**src/rtl/axi_lite_pkg.sv**
```systemverilog
// Shared AXI-lite definitions: response codes and protection default.
package axi_lite_pkg;

  typedef enum logic [1:0] {
    RESP_OKAY   = 2'b00,
    RESP_EXOKAY = 2'b01,
    RESP_SLVERR = 2'b10,
    RESP_DECERR = 2'b11
  } axi_resp_e;

  localparam logic [2:0] PROT_DEFAULT = 3'b000;

endpackage

```
**src/rtl/axi_lite_if.sv**
```systemverilog
// Shared AXI-lite interface with initiator and target views.
interface axi_lite_if #(
  parameter int ADDR_WIDTH = 32,
  parameter int DATA_WIDTH = 32
);
  logic                      awvalid;
  logic                      awready;
  logic [ADDR_WIDTH-1:0]     awaddr;
  logic [2:0]                awprot;
  logic                      wvalid;
  logic                      wready;
  logic [DATA_WIDTH-1:0]     wdata;
  logic [DATA_WIDTH/8-1:0]   wstrb;
  logic                      bvalid;
  logic                      bready;
  logic [1:0]                bresp;
  logic                      arvalid;
  logic                      arready;
  logic [ADDR_WIDTH-1:0]     araddr;
  logic [2:0]                arprot;
  logic                      rvalid;
  logic                      rready;
  logic [DATA_WIDTH-1:0]     rdata;
  logic [1:0]                rresp;

  modport master (
    output awvalid, awaddr, awprot, wvalid, wdata, wstrb, bready,
           arvalid, araddr, arprot, rready,
    input  awready, wready, bvalid, bresp, arready, rvalid, rdata, rresp
  );

  modport slave (
    input  awvalid, awaddr, awprot, wvalid, wdata, wstrb, bready,
           arvalid, araddr, arprot, rready,
    output awready, wready, bvalid, bresp, arready, rvalid, rdata, rresp
  );
endinterface

```
**src/rtl/mem_axi_master.sv**
```systemverilog
// Single-outstanding core-request to AXI-lite initiator bridge with
// per-transaction timeout.
module mem_axi_master
  import axi_lite_pkg::*;
#(
  parameter int ADDR_WIDTH = 32,
  parameter int DATA_WIDTH = 32,
  parameter int TIMEOUT    = 256
) (
  input  logic                    clk,
  input  logic                    rst_n,
  input  logic                    req_valid,
  output logic                    req_ready,
  input  logic                    req_we,
  input  logic [ADDR_WIDTH-1:0]   req_addr,
  input  logic [DATA_WIDTH-1:0]   req_wdata,
  input  logic [DATA_WIDTH/8-1:0] req_wstrb,
  output logic                    resp_valid,
  output logic [DATA_WIDTH-1:0]   resp_rdata,
  output logic                    resp_err,
  axi_lite_if.master              m_axi
);

  localparam int STRB_W = DATA_WIDTH / 8;
  localparam int CNT_W  = (TIMEOUT < 2) ? 1 : $clog2(TIMEOUT);

  typedef enum logic [2:0] {IDLE, RADDR, RDATA, WREQ, WRESP, DONE} state_e;

  state_e              state_q, state_d;
  logic [ADDR_WIDTH-1:0] addr_q, addr_d;
  logic [DATA_WIDTH-1:0] wdata_q, wdata_d;
  logic [STRB_W-1:0]   wstrb_q, wstrb_d;
  logic [DATA_WIDTH-1:0] rdata_q, rdata_d;
  logic                err_q, err_d;
  logic                aw_done_q, aw_done_d;
  logic                w_done_q, w_done_d;
  logic [CNT_W-1:0]    cnt_q, cnt_d;
  logic [CNT_W-1:0]    cnt_inc;
  logic                expire;

  // The incremented count includes the current busy cycle.
  assign cnt_inc = cnt_q + CNT_W'(1);
  assign expire  = (TIMEOUT != 0) && (cnt_inc == CNT_W'(TIMEOUT - 1));

  // Gated with rst_n so no request is taken while reset is held.
  assign req_ready  = rst_n && (state_q == IDLE);
  assign resp_valid = (state_q == DONE);
  assign resp_rdata = rdata_q;
  assign resp_err   = err_q;

  assign m_axi.arvalid = (state_q == RADDR);
  assign m_axi.araddr  = addr_q;
  assign m_axi.arprot  = PROT_DEFAULT;
  assign m_axi.rready  = (state_q == RDATA);
  assign m_axi.awvalid = (state_q == WREQ) && !aw_done_q;
  assign m_axi.awaddr  = addr_q;
  assign m_axi.awprot  = PROT_DEFAULT;
  assign m_axi.wvalid  = (state_q == WREQ) && !w_done_q;
  assign m_axi.wdata   = wdata_q;
  assign m_axi.wstrb   = wstrb_q;
  assign m_axi.bready  = (state_q == WRESP);

  always_comb begin
    // NOTE: every variable gets a default first so no path leaves it unassigned (no latches).
    state_d   = state_q;
    addr_d    = addr_q;
    wdata_d   = wdata_q;
    wstrb_d   = wstrb_q;
    rdata_d   = rdata_q;
    err_d     = err_q;
    aw_done_d = aw_done_q;
    w_done_d  = w_done_q;
    cnt_d     = cnt_q;

    unique case (state_q)
      IDLE: begin
        if (req_valid) begin
          addr_d    = req_addr;
          wdata_d   = req_wdata;
          wstrb_d   = req_wstrb;
          rdata_d   = '0;
          err_d     = 1'b0;
          aw_done_d = 1'b0;
          w_done_d  = 1'b0;
          cnt_d     = '0;
          state_d   = req_we ? WREQ : RADDR;
        end
      end
      RADDR: begin
        cnt_d = cnt_inc;
        if (expire) begin
          err_d   = 1'b1;
          state_d = DONE;
        end else if (m_axi.arready) begin
          state_d = RDATA;
        end
      end
      // A beat consumed on the expiry cycle is reported rather than dropped.
      RDATA: begin
        cnt_d = cnt_inc;
        if (m_axi.rvalid) begin
          rdata_d = m_axi.rdata;
          err_d   = (m_axi.rresp != RESP_OKAY);
          state_d = DONE;
        end else if (expire) begin
          err_d   = 1'b1;
          state_d = DONE;
        end
      end
      WREQ: begin
        cnt_d = cnt_inc;
        if (expire) begin
          err_d   = 1'b1;
          state_d = DONE;
        end else begin
          if (m_axi.awready) aw_done_d = 1'b1;
          if (m_axi.wready)  w_done_d  = 1'b1;
          if (aw_done_d && w_done_d) state_d = WRESP;
        end
      end
      WRESP: begin
        cnt_d = cnt_inc;
        if (m_axi.bvalid) begin
          err_d   = (m_axi.bresp != RESP_OKAY);
          state_d = DONE;
        end else if (expire) begin
          err_d   = 1'b1;
          state_d = DONE;
        end
      end
      DONE:    state_d = IDLE;
      default: state_d = IDLE;
    endcase
  end

  always_ff @(posedge clk) begin
    // NOTE: sequential state uses non-blocking assignments so all registers update together.
    if (!rst_n) begin
      state_q   <= IDLE;
      addr_q    <= '0;
      wdata_q   <= '0;
      wstrb_q   <= '0;
      rdata_q   <= '0;
      err_q     <= 1'b0;
      aw_done_q <= 1'b0;
      w_done_q  <= 1'b0;
      cnt_q     <= '0;
    end else begin
      state_q   <= state_d;
      addr_q    <= addr_d;
      wdata_q   <= wdata_d;
      wstrb_q   <= wstrb_d;
      rdata_q   <= rdata_d;
      err_q     <= err_d;
      aw_done_q <= aw_done_d;
      w_done_q  <= w_done_d;
      cnt_q     <= cnt_d;
    end
  end

endmodule

```
**src/flat_wrapper.sv**
```systemverilog
// flat-port wrapper written by rule: the top's interface ports become plain ports
module mem_axi_master_flat import axi_lite_pkg::*;
#(
  parameter int ADDR_WIDTH = 32,
  parameter int DATA_WIDTH = 32,
  parameter int TIMEOUT    = 256
)
  (clk, rst_n, req_valid, req_ready, req_we, req_addr, req_wdata, req_wstrb, resp_valid, resp_rdata, resp_err, m_axi_awvalid, m_axi_awaddr, m_axi_awprot, m_axi_wvalid, m_axi_wdata, m_axi_wstrb, m_axi_bready, m_axi_arvalid, m_axi_araddr, m_axi_arprot, m_axi_rready, m_axi_awready, m_axi_wready, m_axi_bvalid, m_axi_bresp, m_axi_arready, m_axi_rvalid, m_axi_rdata, m_axi_rresp);
  axi_lite_if #(.ADDR_WIDTH(ADDR_WIDTH), .DATA_WIDTH(DATA_WIDTH)) m_axi_i ();
  input  logic clk;
  input  logic rst_n;
  input  logic req_valid;
  output logic req_ready;
  input  logic req_we;
  input  logic [ADDR_WIDTH-1:0] req_addr;
  input  logic [DATA_WIDTH-1:0] req_wdata;
  input  logic [DATA_WIDTH/8-1:0] req_wstrb;
  output logic resp_valid;
  output logic [DATA_WIDTH-1:0] resp_rdata;
  output logic resp_err;
  output wire logic [$bits(m_axi_i.awvalid)-1:0] m_axi_awvalid;
  output wire logic [$bits(m_axi_i.awaddr)-1:0] m_axi_awaddr;
  output wire logic [$bits(m_axi_i.awprot)-1:0] m_axi_awprot;
  output wire logic [$bits(m_axi_i.wvalid)-1:0] m_axi_wvalid;
  output wire logic [$bits(m_axi_i.wdata)-1:0] m_axi_wdata;
  output wire logic [$bits(m_axi_i.wstrb)-1:0] m_axi_wstrb;
  output wire logic [$bits(m_axi_i.bready)-1:0] m_axi_bready;
  output wire logic [$bits(m_axi_i.arvalid)-1:0] m_axi_arvalid;
  output wire logic [$bits(m_axi_i.araddr)-1:0] m_axi_araddr;
  output wire logic [$bits(m_axi_i.arprot)-1:0] m_axi_arprot;
  output wire logic [$bits(m_axi_i.rready)-1:0] m_axi_rready;
  input wire logic [$bits(m_axi_i.awready)-1:0] m_axi_awready;
  input wire logic [$bits(m_axi_i.wready)-1:0] m_axi_wready;
  input wire logic [$bits(m_axi_i.bvalid)-1:0] m_axi_bvalid;
  input wire logic [$bits(m_axi_i.bresp)-1:0] m_axi_bresp;
  input wire logic [$bits(m_axi_i.arready)-1:0] m_axi_arready;
  input wire logic [$bits(m_axi_i.rvalid)-1:0] m_axi_rvalid;
  input wire logic [$bits(m_axi_i.rdata)-1:0] m_axi_rdata;
  input wire logic [$bits(m_axi_i.rresp)-1:0] m_axi_rresp;
  assign m_axi_awvalid = m_axi_i.awvalid;
  assign m_axi_awaddr = m_axi_i.awaddr;
  assign m_axi_awprot = m_axi_i.awprot;
  assign m_axi_wvalid = m_axi_i.wvalid;
  assign m_axi_wdata = m_axi_i.wdata;
  assign m_axi_wstrb = m_axi_i.wstrb;
  assign m_axi_bready = m_axi_i.bready;
  assign m_axi_arvalid = m_axi_i.arvalid;
  assign m_axi_araddr = m_axi_i.araddr;
  assign m_axi_arprot = m_axi_i.arprot;
  assign m_axi_rready = m_axi_i.rready;
  assign m_axi_i.awready = m_axi_awready;
  assign m_axi_i.wready = m_axi_wready;
  assign m_axi_i.bvalid = m_axi_bvalid;
  assign m_axi_i.bresp = m_axi_bresp;
  assign m_axi_i.arready = m_axi_arready;
  assign m_axi_i.rvalid = m_axi_rvalid;
  assign m_axi_i.rdata = m_axi_rdata;
  assign m_axi_i.rresp = m_axi_rresp;
  mem_axi_master #(.ADDR_WIDTH(ADDR_WIDTH), .DATA_WIDTH(DATA_WIDTH), .TIMEOUT(TIMEOUT)) u_core (.clk(clk), .rst_n(rst_n), .req_valid(req_valid), .req_ready(req_ready), .req_we(req_we), .req_addr(req_addr), .req_wdata(req_wdata), .req_wstrb(req_wstrb), .resp_valid(resp_valid), .resp_rdata(resp_rdata), .resp_err(resp_err), .m_axi(m_axi_i));
endmodule
```
**config.mk**
```make
export PLATFORM = sky130hd
export DESIGN_NAME = mem_axi_master_flat
export DESIGN_NICKNAME = d
export VERILOG_FILES = /design/src/rtl/axi_lite_pkg.sv /design/src/rtl/axi_lite_if.sv /design/src/rtl/mem_axi_master.sv /design/src/flat_wrapper.sv
export SDC_FILE = /design/constraint.sdc
export NUM_CORES = 1
export LEC_CHECK = 0
export CAP_MARGIN = 10
export CORE_MARGIN = 4
export CORE_UTILIZATION = 43
export DETAILED_ROUTE_END_ITERATION = 12
export PLACE_DENSITY = 0.85
export REMOVE_ABC_BUFFERS = 1
export SYNTH_ARGS = -nofsm -noshare
export SYNTH_HDL_FRONTEND = slang
export SYNTH_SLANG_ARGS = --single-unit
```
**constraint.sdc**
```tcl
create_clock -name clk -period 4.3 [get_ports clk]
set_input_delay 1.29 -clock clk [delete_from_list [all_inputs] [get_ports clk]]
set_output_delay 1.29 -clock clk [all_outputs]
set_load 0.005 [all_outputs]
```
==> results of run 1 <==
==> state kept, by name, indices dropped and copies added, names as in the netlist <==
register and count:
u_core.m_axi.araddr 32, u_core.m_axi.wdata 32, u_core.resp_rdata 32, u_core.cnt_q 8, u_core.m_axi.wstrb 4, u_core.state_q 3, u_core.aw_done_q 1, u_core.resp_err 1
u_core.w_done_q 1
==> cells in the mapped netlist, drive strengths merged, types with 2 or more instances <==
master / number
a21boi: 108
a21oi: 4
a31oi: 4
buf: 51
clkbuf: 30
dfxtp: 114
ha: 2
inv: 4
mux2: 2
nand2: 179
nand3: 38
nor2: 15
nor2b: 4
nor3: 2
nor3b: 4
nor4b: 2
o211ai: 2
o21a: 2
o21ai: 8
o22a: 2
o31a: 2
or4b: 2
xnor2: 4
==> cell usage in the layout (no fill, tap or decap), drive strengths merged, types with 3 or more instances in the layout <==
master | Yosys | layout
nand2 | 179 | 179
buf | 51 | 6
nand3 | 38 | 38
xnor2 | 4 | 4
clkdlybuf4s50 | 0 | 251
a21boi | 108 | 108
nor2b | 4 | 4
clkbuf | 30 | 21
nor3b | 4 | 4
a31oi | 4 | 4
a21oi | 4 | 4
clkinvlp | 0 | 3
o21ai | 8 | 8
conb | 1 | 6
inv | 4 | 4
nor2 | 15 | 15
dfxtp | 114 | 114
clkinv | 0 | 8
==> stage by stage <==
step	worst slack, ns	hold WS [ns]
2_1_floorplan	0.0479	0.435
3_3_place_gp	0.767	0.435
3_5_place_dp	0.768	0.445
4_1_cts	0.752	0.448
5_1_grt	0.728	0.469
6_report	0.802	0.446
==> kinds of logic after synthesis <==
| family | Yosys count | share of synthesized area |
|---|---|---|
| and+or+nand+nor | 253 | 0.228 |
| AOI/OAI and AO/OA | 139 | 0.207 |
| DFF | 114 | 0.446 |
| buffers and inverters | 85 | 0.101 |
| xor gates and xnor gates | 4 | 0.00684 |
| muxes | 3 | 0.00635 |
| adders and majority gates | 2 | 0.00489 |
| other | 1 | 0.000732 |
==> report_power, final <==
| part | total, W | internal [W] | switching, W | leakage [nW] |
|---|---|---|---|---|
| logic | 0.000630 | 0.000345 | 0.000285 | 1.62 |
| clock network | 0.00124 | 0.000770 | 0.000470 | 0.264 |
| registers | 0.00119 | 0.00113 | 0.0000591 | 0.929 |
| total | 0.00306 | 0.00224 | 0.000815 | 2.81 |
==> how the worst min path moves through the flow <==
| stage | startpoint | end | slack (ns) | cells after the start |
|---|---|---|---|---|
| after detailed placement | u_core.resp_rdata[21]$_SDFFE_PN0P_ | u_core.resp_rdata[21]$_SDFFE_PN0P_ | 0.44 | 2 |
| after floorplan | u_core.cnt_q[7]$_SDFFE_PN0P_ | u_core.cnt_q[7]$_SDFFE_PN0P_ | 0.44 | 1 |
| after global routing | u_core.resp_rdata[13]$_SDFFE_PN0P_ | u_core.resp_rdata[13]$_SDFFE_PN0P_ | 0.47 | 2 |
| after CTS | u_core.resp_rdata[21]$_SDFFE_PN0P_ | u_core.resp_rdata[21]$_SDFFE_PN0P_ | 0.45 | 2 |
| final | u_core.resp_rdata[21]$_SDFFE_PN0P_ | u_core.resp_rdata[21]$_SDFFE_PN0P_ | 0.45 | 2 |
| after global placement | u_core.resp_rdata[27]$_SDFFE_PN0P_ | u_core.resp_rdata[27]$_SDFFE_PN0P_ | 0.44 | 2 |
==> cell type report <==
| class | instances | area share |
|---|---|---|
| repair buffers | 257 | 0.324 |
| clock buffers | 21 | 0.0594 |
| flip-flops and latches | 114 | 0.288 |
| inverters | 4 | 0.00190 |
| clock inverters | 11 | 0.00790 |
| multi-input cells | 407 | 0.296 |
| well taps | 143 | 0.0226 |
==> worst max-delay path, stage by stage <==
cell and delay, ns:
sky130_fd_sc_hd__buf_2 0.08, sky130_fd_sc_hd__nor4b_1 0.27, sky130_fd_sc_hd__clkdlybuf4s50_1 0.57
==> layer usage <==
metal	vias up	part of all wire
met5	-	0
met3	38	0.072
met2	200	0.51
met1	2229	0.39
li1	2360	-
met4	0	0.027
==> flow_summary.toml, run 1 <==
[yosys]
ys_seq_elements = 114
largest_area_contributor_in_the_synthesized_netlist = "sky130_fd_sc_hd__dfxtp_1"
ys_warn_count = 0
syn_area_um2 = 5120
synth.yosys.seq_area_share = 0.446
synth_largest_type_area_fraction = 0.446
synthFlopType = "sky130_fd_sc_hd__dfxtp_1"
netlist-cell-type-count = 53
ranking_of_synthesized_cells_by_area = "sky130_fd_sc_hd__dfxtp_1, sky130_fd_sc_hd__nand2_1, sky130_fd_sc_hd__a21boi_0"
async_reset_ff_frac = 0
synth_edf_count = 0
postSynthCellCount = 601
post_synth.cell_area_avg_um2 = 8.52

[final_layout]
postLayoutCellArea_um2 = 7920
fillCellCount = 888
num-nets-final = 916
stdcell_count = 957
regArea_um2 = 2280
final_core_utilization = 0.688
layout-drive-gt1-share = 0.0848
footprint_of_the_multi_input_gates_um2 = 2340
areaGrowthSynthToFinish_pct = 54.7
n_antenna_cell = 0

[critical_path]
crit_start = "rst_n"
worst-setup-path-type = "primary input to output pin"
critical_path.reg2reg.endpoint = "u_core.resp_err$_SDFFE_PN0P_"
crit_path_start_kind = "primary input"
worst-r2r-cell-count = 5
worstPathArrival_ns = 2.21
setup.worst_path.end_class = "output pin"
critical_path_peak_fanout = 2
timing.rr.start = "u_core.state_q[0]$_SDFFE_PN0P_"
slack_of_the_worst_reg_to_reg_path_ns = 1.80
critical_path_required_ns = 3.01
timing.critical_path.to = "req_ready"

[detailed_routing]
drc = 0
drt_pass1_iterations = 7
via_count = 4827
avgViaCountPerCell = 5.04
dr.first_iter.drc_count = 298
wl_um = 15500
detail_route.wl_per_cell_um = 16.2
ant_nets = 0

[grt]
grt_pass1_vias = 4709
gr-max-usage-layer = "met2"
grt_overflow = 0
groute.layer.met2.usage = 0.389
met1_usage = 0.237
grt_start_max_net_pins = 115
number_of_antenna_violations_at_the_first_check_in_global_routing = 0
grt_pass1_wl_um = 23100
met3_usage = 0.0591
track_usage = 0.216

[timing]
slew_worst_pin_ns = 0.942
min_period_ns = 3.50
finalClockSkew_ns = 0.00779
hold_viol = 0
final.setup.tns_ns = 0
final_max_slew_viol_count = 0
timing.final.crit_share = 0.813
setup_repair_after_global_routing_missed_its_margin = "no"
setup-violations-final = 0
maxClockFrequency_mhz = 286
timing.slew.headroom = 0.372

[pwr]
power_per_cell_area_nw_per_um2 = 386
static-leakage-power_nw = 2.81
power.total_w = 0.00306
worst_ir_drop_on_vdd_v = 0.000281

[clock_tree]
clk_root_buffer_cell = "sky130_fd_sc_hd__clkbuf_16"
postCtsResizedCells = 0
cts_tree = "done"
ctsHtreeMaxLevel = 4
clk_latency_ns = 0.41
cts-hold-fix-buffers = 0
path_clk_slew_ns = 0.05
cts_post_setup_buffers_inserted = 0
clock_sinks = 114
tritoncts.num_buffers = 17
clk_path_buf_depth = 2

[die]
row_count = 39
initial_utilization = 0.445
core_um2 = 11500
die_wd_um = 117
die-height_um = 117
floorplan.die_area_um2 = 13700
ios = 259

[outcome]
run_status = "completed"

[place]
number_of_input_and_output_port_buffers_inserted = 252
post-dp-hpwl_um = 11000
dp_cells = 925
gpl.final_weighted_congestion = 0.807
placement.cell_area_um2 = 7390

[run]
timing.max_cap.violations = 0

[hold_path]
timing.hold.worst.class = "flop to flop"
No activity file was read; power rests on OpenSTA's default activity.
==> run 2: changes to the inputs <==
--- a/config.mk
+++ b/config.mk
@@ -7,9 +7,9 @@
 export LEC_CHECK = 0
 export CAP_MARGIN = 10
 export CORE_MARGIN = 4
-export CORE_UTILIZATION = 43
+export CORE_UTILIZATION = 36
 export DETAILED_ROUTE_END_ITERATION = 12
-export PLACE_DENSITY = 0.85
+export PLACE_DENSITY = 0.76
 export REMOVE_ABC_BUFFERS = 1
 export SYNTH_ARGS = -nofsm -noshare
 export SYNTH_HDL_FRONTEND = slang
==> constraint.sdc (replaced) <==
create_clock -name clk -period 2.91 [get_ports clk]
set_input_delay 0.873 -clock clk [delete_from_list [all_inputs] [get_ports clk]]
set_output_delay 0.873 -clock clk [all_outputs]
set_load 0.005 [all_outputs]
==> run 2 against run 1 <==
Clock skew about the same; final cell count up 4.4%; total power increased by 61%; count of clock-buffer cells in the layout rose by 2; register-to-register slack lost 1.2 ns; largest cell class unchanged; combinational power rose by 52%; routed wire length decreased by 3.7%; sequential share of layout area shrank 0.75 points; flip-flop and latch count is the same; die area grew 18%; first-iteration DRC count is 14% lower.
==> flow_summary.toml, run 2 (synthesis gave the netlist of run 1 again) <==
[outcome]
run_status = "completed"

[final_layout]
layout_common_cells = "sky130_fd_sc_hd__clkdlybuf4s50_1, sky130_fd_sc_hd__nand2_1, sky130_fd_sc_hd__dfxtp_1"
n_antenna_cell = 0
areaGrowthSynthToFinish_pct = 58.9
layout-drive-gt1-share = 0.0904
postLayoutCellArea_um2 = 8140
num-nets-final = 921
fillCellCount = 1226
footprint_of_the_multi_input_gates_um2 = 2340
layout_commonest_cell = "sky130_fd_sc_hd__clkdlybuf4s50_1"
regArea_um2 = 2280

[pwr]
power.share.sequential = 0.356
comb_power_share = 0.194
worst_ir_drop_on_vdd_v = 0.000373
power.net_switching_w = 0.00120
power_per_cell_area_nw_per_um2 = 605
static-leakage-power_nw = 2.90
internal_power_w = 0.00372
p_clk_frac = 0.449
p_sw_frac = 0.244

[critical_path]
timing.critical_path.to = "m_axi_rready"
slack_of_the_worst_reg_to_reg_path_ns = 0.64
worst-setup-path-type = "flop to output pin"
slowest_stage = "sky130_fd_sc_hd__dfxtp_1"
crit_path_start_kind = "flop"
crit_chain = "nor3b_4 -> clkdlybuf4s50_1"
critical_path_required_ns = 2.04
cpPeakStageDelay_ns = 0.64
critical_path_peak_fanout = 12
timing.rr.start = "u_core.state_q[1]$_SDFFE_PN0P_"
worst-r2r-cell-count = 6
worstPathArrival_ns = 1.93
crit_start = "u_core.state_q[1]$_SDFFE_PN0P_"
setup.worst_path.end_class = "output pin"
critical_path.reg2reg.endpoint = "u_core.resp_err$_SDFFE_PN0P_"

[hold_path]
timing.hold.worst.class = "flop to flop"

[clock_tree]
clk_path_buf_depth = 2
tritoncts.num_buffers = 17
clk_root_buffer_cell = "sky130_fd_sc_hd__clkbuf_16"
cts-hold-fix-buffers = 0
path_clk_slew_ns = 0.05
cts_tree = "done"
clk_latency_ns = 0.40
ctsHtreeMaxLevel = 4
clock_sinks = 114

[detailed_routing]
ant_nets = 0
drc = 0
route.met3.wl_um = 1110
via_count = 4694
dr.first_iter.drc_count = 256
detail_route.wl_per_cell_um = 14.9
route.layer.met1.wl_um = 6290
wl_um = 14900
dr.max_layer_used = "met5"
avgViaCountPerCell = 4.70
route.met2.wl_um = 7190
drt_pass1_iterations = 4

[die]
initial_utilization = 0.369
floorplan.die_area_um2 = 16200
die_wd_um = 127
ios = 259
row_count = 43
core_um2 = 13900
die-height_um = 127

[timing]
maxClockFrequency_mhz = 357
hold_viol = 0
final_max_slew_viol_count = 0
min_period_ns = 2.80
finalClockSkew_ns = 0.00754
timing.slew.headroom = 0.591
final.setup.tns_ns = 0
setup-violations-final = 0
setup_repair_after_global_routing_missed_its_margin = "no"
slew_worst_pin_ns = 0.610
timing.final.crit_share = 0.963

[grt]
grt_overflow = 0
track_usage = 0.180
grt_pass1_vias = 4583
grt_pass1_wl_um = 23600
grt_start_max_net_pins = 71
number_of_antenna_violations_at_the_first_check_in_global_routing = 1

[run]
timing.max_cap.violations = 0

[place]
post-dp-hpwl_um = 10500
gpl.final_weighted_congestion = 0.782
placement.cell_area_um2 = 7500
number_of_input_and_output_port_buffers_inserted = 252
-- run 2: cell count changes in the layout (fill, tap and decap cells not counted), sizes merged --
cell and change:
buf +5, bufinv +4, clkbuf +2, clkinv -4, clkinvlp -2
-- run 2: power by group through the flow --
stage | logic (W) | registers [W] | clock network (W)
after CTS | 0.000973 | 0.00176 | 0.00226
after floorplan | 0.000341 | 0.00179 | 0
after detailed placement | 0.000965 | 0.00179 | 0
after global routing | 0.00105 | 0.00177 | 0.00233
final | 0.000957 | 0.00175 | 0.00221
after global placement | 0.000961 | 0.00178 | 0
-- run 2: routing by layer --
metal	vias to the layer above	GRT usage
li1	2366	-
met1	2131	0.218
met2	176	0.300
met3	19	0.0602
met4	2	0.0644
met5	-	0
-- run 2: cell type report --
| cell class | instances | area share |
|---|---|---|
| clock buffers | 23 | 0.0600 |
| clock inverters | 9 | 0.0186 |
| flip-flops and latches | 114 | 0.281 |
| inverters | 4 | 0.00185 |
| repair buffers | 262 | 0.323 |
| multi-input cells | 407 | 0.288 |
| well taps | 180 | 0.0277 |
-- run 2: worst min-delay path by stage --
stage,cells after the start,to,startpoint
after floorplan,1,u_core.cnt_q[7]$_SDFFE_PN0P_,u_core.cnt_q[7]$_SDFFE_PN0P_
after global placement,2,u_core.resp_rdata[17]$_SDFFE_PN0P_,u_core.resp_rdata[17]$_SDFFE_PN0P_
after detailed placement,2,u_core.resp_rdata[17]$_SDFFE_PN0P_,u_core.resp_rdata[17]$_SDFFE_PN0P_
after CTS,2,u_core.resp_rdata[17]$_SDFFE_PN0P_,u_core.resp_rdata[17]$_SDFFE_PN0P_
after global routing,2,u_core.resp_rdata[21]$_SDFFE_PN0P_,u_core.resp_rdata[21]$_SDFFE_PN0P_
final,2,u_core.resp_rdata[17]$_SDFFE_PN0P_,u_core.resp_rdata[17]$_SDFFE_PN0P_
-- run 2: per-stage QoR --
step / utilization / total power [W] / worst slack (ns) / hold WS [ns] / instances
finish: 0.586 / 0.00492 / 0.107 / 0.448 / 999
global route: 0.586 / 0.00515 / 0.0374 / 0.467 / 999
CTS: 0.586 / 0.00498 / 0.0202 / 0.449 / 999
detailed placement: 0.540 / 0.00275 / 0.121 / 0.443 / 967
global placement: 0.540 / 0.00274 / 0.0996 / 0.436 / 967
floorplan: - / 0.00213 / -0.925 / 0.435 / 525
-- run 2: critical path, delay by kind of cell (launching register included) --
kind / cells / cell delay, ns
buf+inv: 1 / 0.58
simple gates: 1 / 0.30
flops: 1 / 0.64
-- run 2: timing repair --
action | in CTS | in global routing
resized for setup | 0 | 1
setup buffers | 0 | 0
setup endpoints to repair | 0 | 5
==> run 3: changes to the inputs <==
--- a/config.mk
+++ b/config.mk
@@ -6,7 +6,7 @@
 export NUM_CORES = 1
 export LEC_CHECK = 0
 export CAP_MARGIN = 10
-export CORE_MARGIN = 4
+export CORE_MARGIN = 8
 export CORE_UTILIZATION = 36
 export DETAILED_ROUTE_END_ITERATION = 12
 export PLACE_DENSITY = 0.76
==> run 3 against run 2 <==
Non-clock buffer count up 1; die area is 13% higher; first-iteration DRC count decreased by 14%; routed wire length up 7.2%; clock power barely moved; total power fell by 0.69%; design area shrank 0.34%; hold slack improved by 0.00081 ns; count of clock-buffer cells in the layout down 1; combinational power shrank 0.8%; sequential power about the same; sequential share of layout area increased by 0.095 points.
==> flow_summary.toml, run 3 (synthesis gave the netlist of run 1 again) <==
[outcome]
run_status = "completed"

[timing]
final_max_slew_viol_count = 0
timing.slew.headroom = 0.406
hold_viol = 0
hold_slack_ns = 0.449
setup-violations-final = 0
timing.final.crit_share = 0.980
setup_repair_after_global_routing_missed_its_margin = "no"
maxClockFrequency_mhz = 351
slew_worst_pin_ns = 0.890
min_period_ns = 2.85
finalClockSkew_ns = 0.00634

[detailed_routing]
detail_route.wl_per_cell_um = 16.0
ant_nets = 0
wl_um = 16000
avgViaCountPerCell = 4.69
via_count = 4693
dr.first_iter.drc_count = 220
drt_pass1_iterations = 4
drc = 0

[critical_path]
timing.rr.start = "u_core.cnt_q[0]$_SDFFE_PN0P_"
worstPathArrival_ns = 1.98
crit_chain = "buf_2 -> nor4b_1 -> clkdlybuf4s50_1"
critical_path_required_ns = 2.04
critical_path_buf_inv_count = 2
slack_of_the_worst_reg_to_reg_path_ns = 0.95
worst-r2r-cell-count = 6
cpPeakStageDelay_ns = 0.60
critical_path_peak_fanout = 2
worst-setup-path-type = "primary input to output pin"
slowest_stage = "sky130_fd_sc_hd__clkdlybuf4s50_1"
setup.worst_path.end_class = "output pin"
worst_path_dominant_cell_family = "buffers and inverters"
critical_path.reg2reg.endpoint = "u_core.state_q[2]$_SDFFE_PN0P_"
crit_path_start_kind = "primary input"

[hold_path]
holdCritStartpoint = "u_core.m_axi.wdata[4]$_SDFFE_PN0P_"
whs_endpoint = "u_core.m_axi.wdata[4]$_SDFFE_PN0P_"
hold_depth = 2
timing.hold.worst.class = "flop to flop"

[pwr]
power_per_cell_area_nw_per_um2 = 603
power.net_switching_w = 0.00120
comb_power_share = 0.194
p_clk_frac = 0.447
p_sw_frac = 0.246
power.share.sequential = 0.359
internal_power_w = 0.00369
worst_ir_drop_on_vdd_v = 0.000339
static-leakage-power_nw = 2.89

[clock_tree]
ctsHtreeMaxLevel = 4
clk_path_buf_depth = 2
cts_tree = "done"
tritoncts.num_buffers = 17
clk_root_buffer_cell = "sky130_fd_sc_hd__clkbuf_16"
clock_sinks = 114
cts-hold-fix-buffers = 0
clk_latency_ns = 0.40
path_clk_slew_ns = 0.05

[final_layout]
postLayoutCellArea_um2 = 8110
areaGrowthSynthToFinish_pct = 58.4
layout_commonest_cell = "sky130_fd_sc_hd__clkdlybuf4s50_1"
n_antenna_cell = 0
fillCellCount = 1278
layout_common_cells = "sky130_fd_sc_hd__clkdlybuf4s50_1, sky130_fd_sc_hd__nand2_1, sky130_fd_sc_hd__dfxtp_1"
num-nets-final = 922
layout-drive-gt1-share = 0.0915

[place]
post-dp-hpwl_um = 11500
gpl.final_weighted_congestion = 0.781
number_of_input_and_output_port_buffers_inserted = 252
placement.cell_area_um2 = 7480

[die]
core_um2 = 13900
initial_utilization = 0.369
row_count = 43
floorplan.die_area_um2 = 18300
die-height_um = 135
die_wd_um = 135
ios = 259

[grt]
track_usage = 0.169
grt_start_max_net_pins = 71
grt_pass1_wl_um = 24600
met1_usage = 0.194
grt_pass1_vias = 4545
met3_usage = 0.0471
groute.layer.met2.usage = 0.289
grt_overflow = 0
gr-max-usage-layer = "met2"
number_of_antenna_violations_at_the_first_check_in_global_routing = 0

[run]
timing.max_cap.violations = 0
run 3: power groups by stage:
stage               logic, W  clock network [W]  registers [W]
finish              0.000949            0.00219        0.00175
global route         0.00104            0.00231        0.00177
CTS                 0.000966            0.00224        0.00175
detailed placement  0.000960                  0        0.00179
global placement    0.000958                  0        0.00178
floorplan           0.000341                  0        0.00179
run 3: worst register-to-register path: stages (launching register included):
cell and delay [ns]:
sky130_fd_sc_hd__dfxtp_1 0.42, sky130_fd_sc_hd__ha_1 0.28, sky130_fd_sc_hd__nand4_1 0.17, sky130_fd_sc_hd__xnor2_1 0.16, sky130_fd_sc_hd__o31a_2 0.39, sky130_fd_sc_hd__o31ai_1 0.29, sky130_fd_sc_hd__o211a_1 0.20
run 3: worst max path at each step:
stage | start | to | slack [ns] | depth (start not counted)
detailed placement | rst_n | req_ready | 0.1 | 3
global route | u_core.state_q[1]$_SDFFE_PN0P_ | m_axi_awvalid | 0.002 | 4
CTS | rst_n | req_ready | 0.07 | 3
floorplan | req_valid | u_core.resp_rdata[10]$_SDFFE_PN0P_ | -0.93 | 4
global placement | rst_n | req_ready | 0.03 | 3
finish | rst_n | req_ready | 0.06 | 3
run 3: metrics by stage:
step | util | setup TNS (ns) | power, W | setup slack, ns | instances
after floorplan | - | -29.01 | 0.00213 | -0.925 | 525
after global placement | 0.539 | 0 | 0.00274 | 0.0303 | 968
after detailed placement | 0.539 | 0 | 0.00275 | 0.0974 | 968
after CTS | 0.584 | 0 | 0.00496 | 0.0739 | 1000
after global routing | 0.584 | 0 | 0.00511 | 0.00176 | 1000
final | 0.584 | 0 | 0.00489 | 0.0582 | 1000
run 3: routing by layer:
metal / up-vias / wire (µm)
met5: - / 0
met4: 0 / 301
met3: 20 / 1080
met2: 138 / 7880
met1: 2168 / 6720
li1: 2367 / -
run 3: cell type report:
cell class                      instances  area [µm²]  share of cell area
Tap cell                              180         225              0.0278
Clock buffer                           22         474              0.0585
Inverter                                4        15.0             0.00185
Timing Repair Buffer                  263        2610               0.322
Clock inverter                         10         155              0.0191
Multi-Input combinational cell        407        2340               0.289
Sequential cell                       114        2280               0.282
run 3: repair_timing:
action,4_1_cts,5_1_grt
setup buffers,0,0
gates resized for setup,1,0
setup endpoints to repair,2,0
endpoints found under the hold margin,0,0
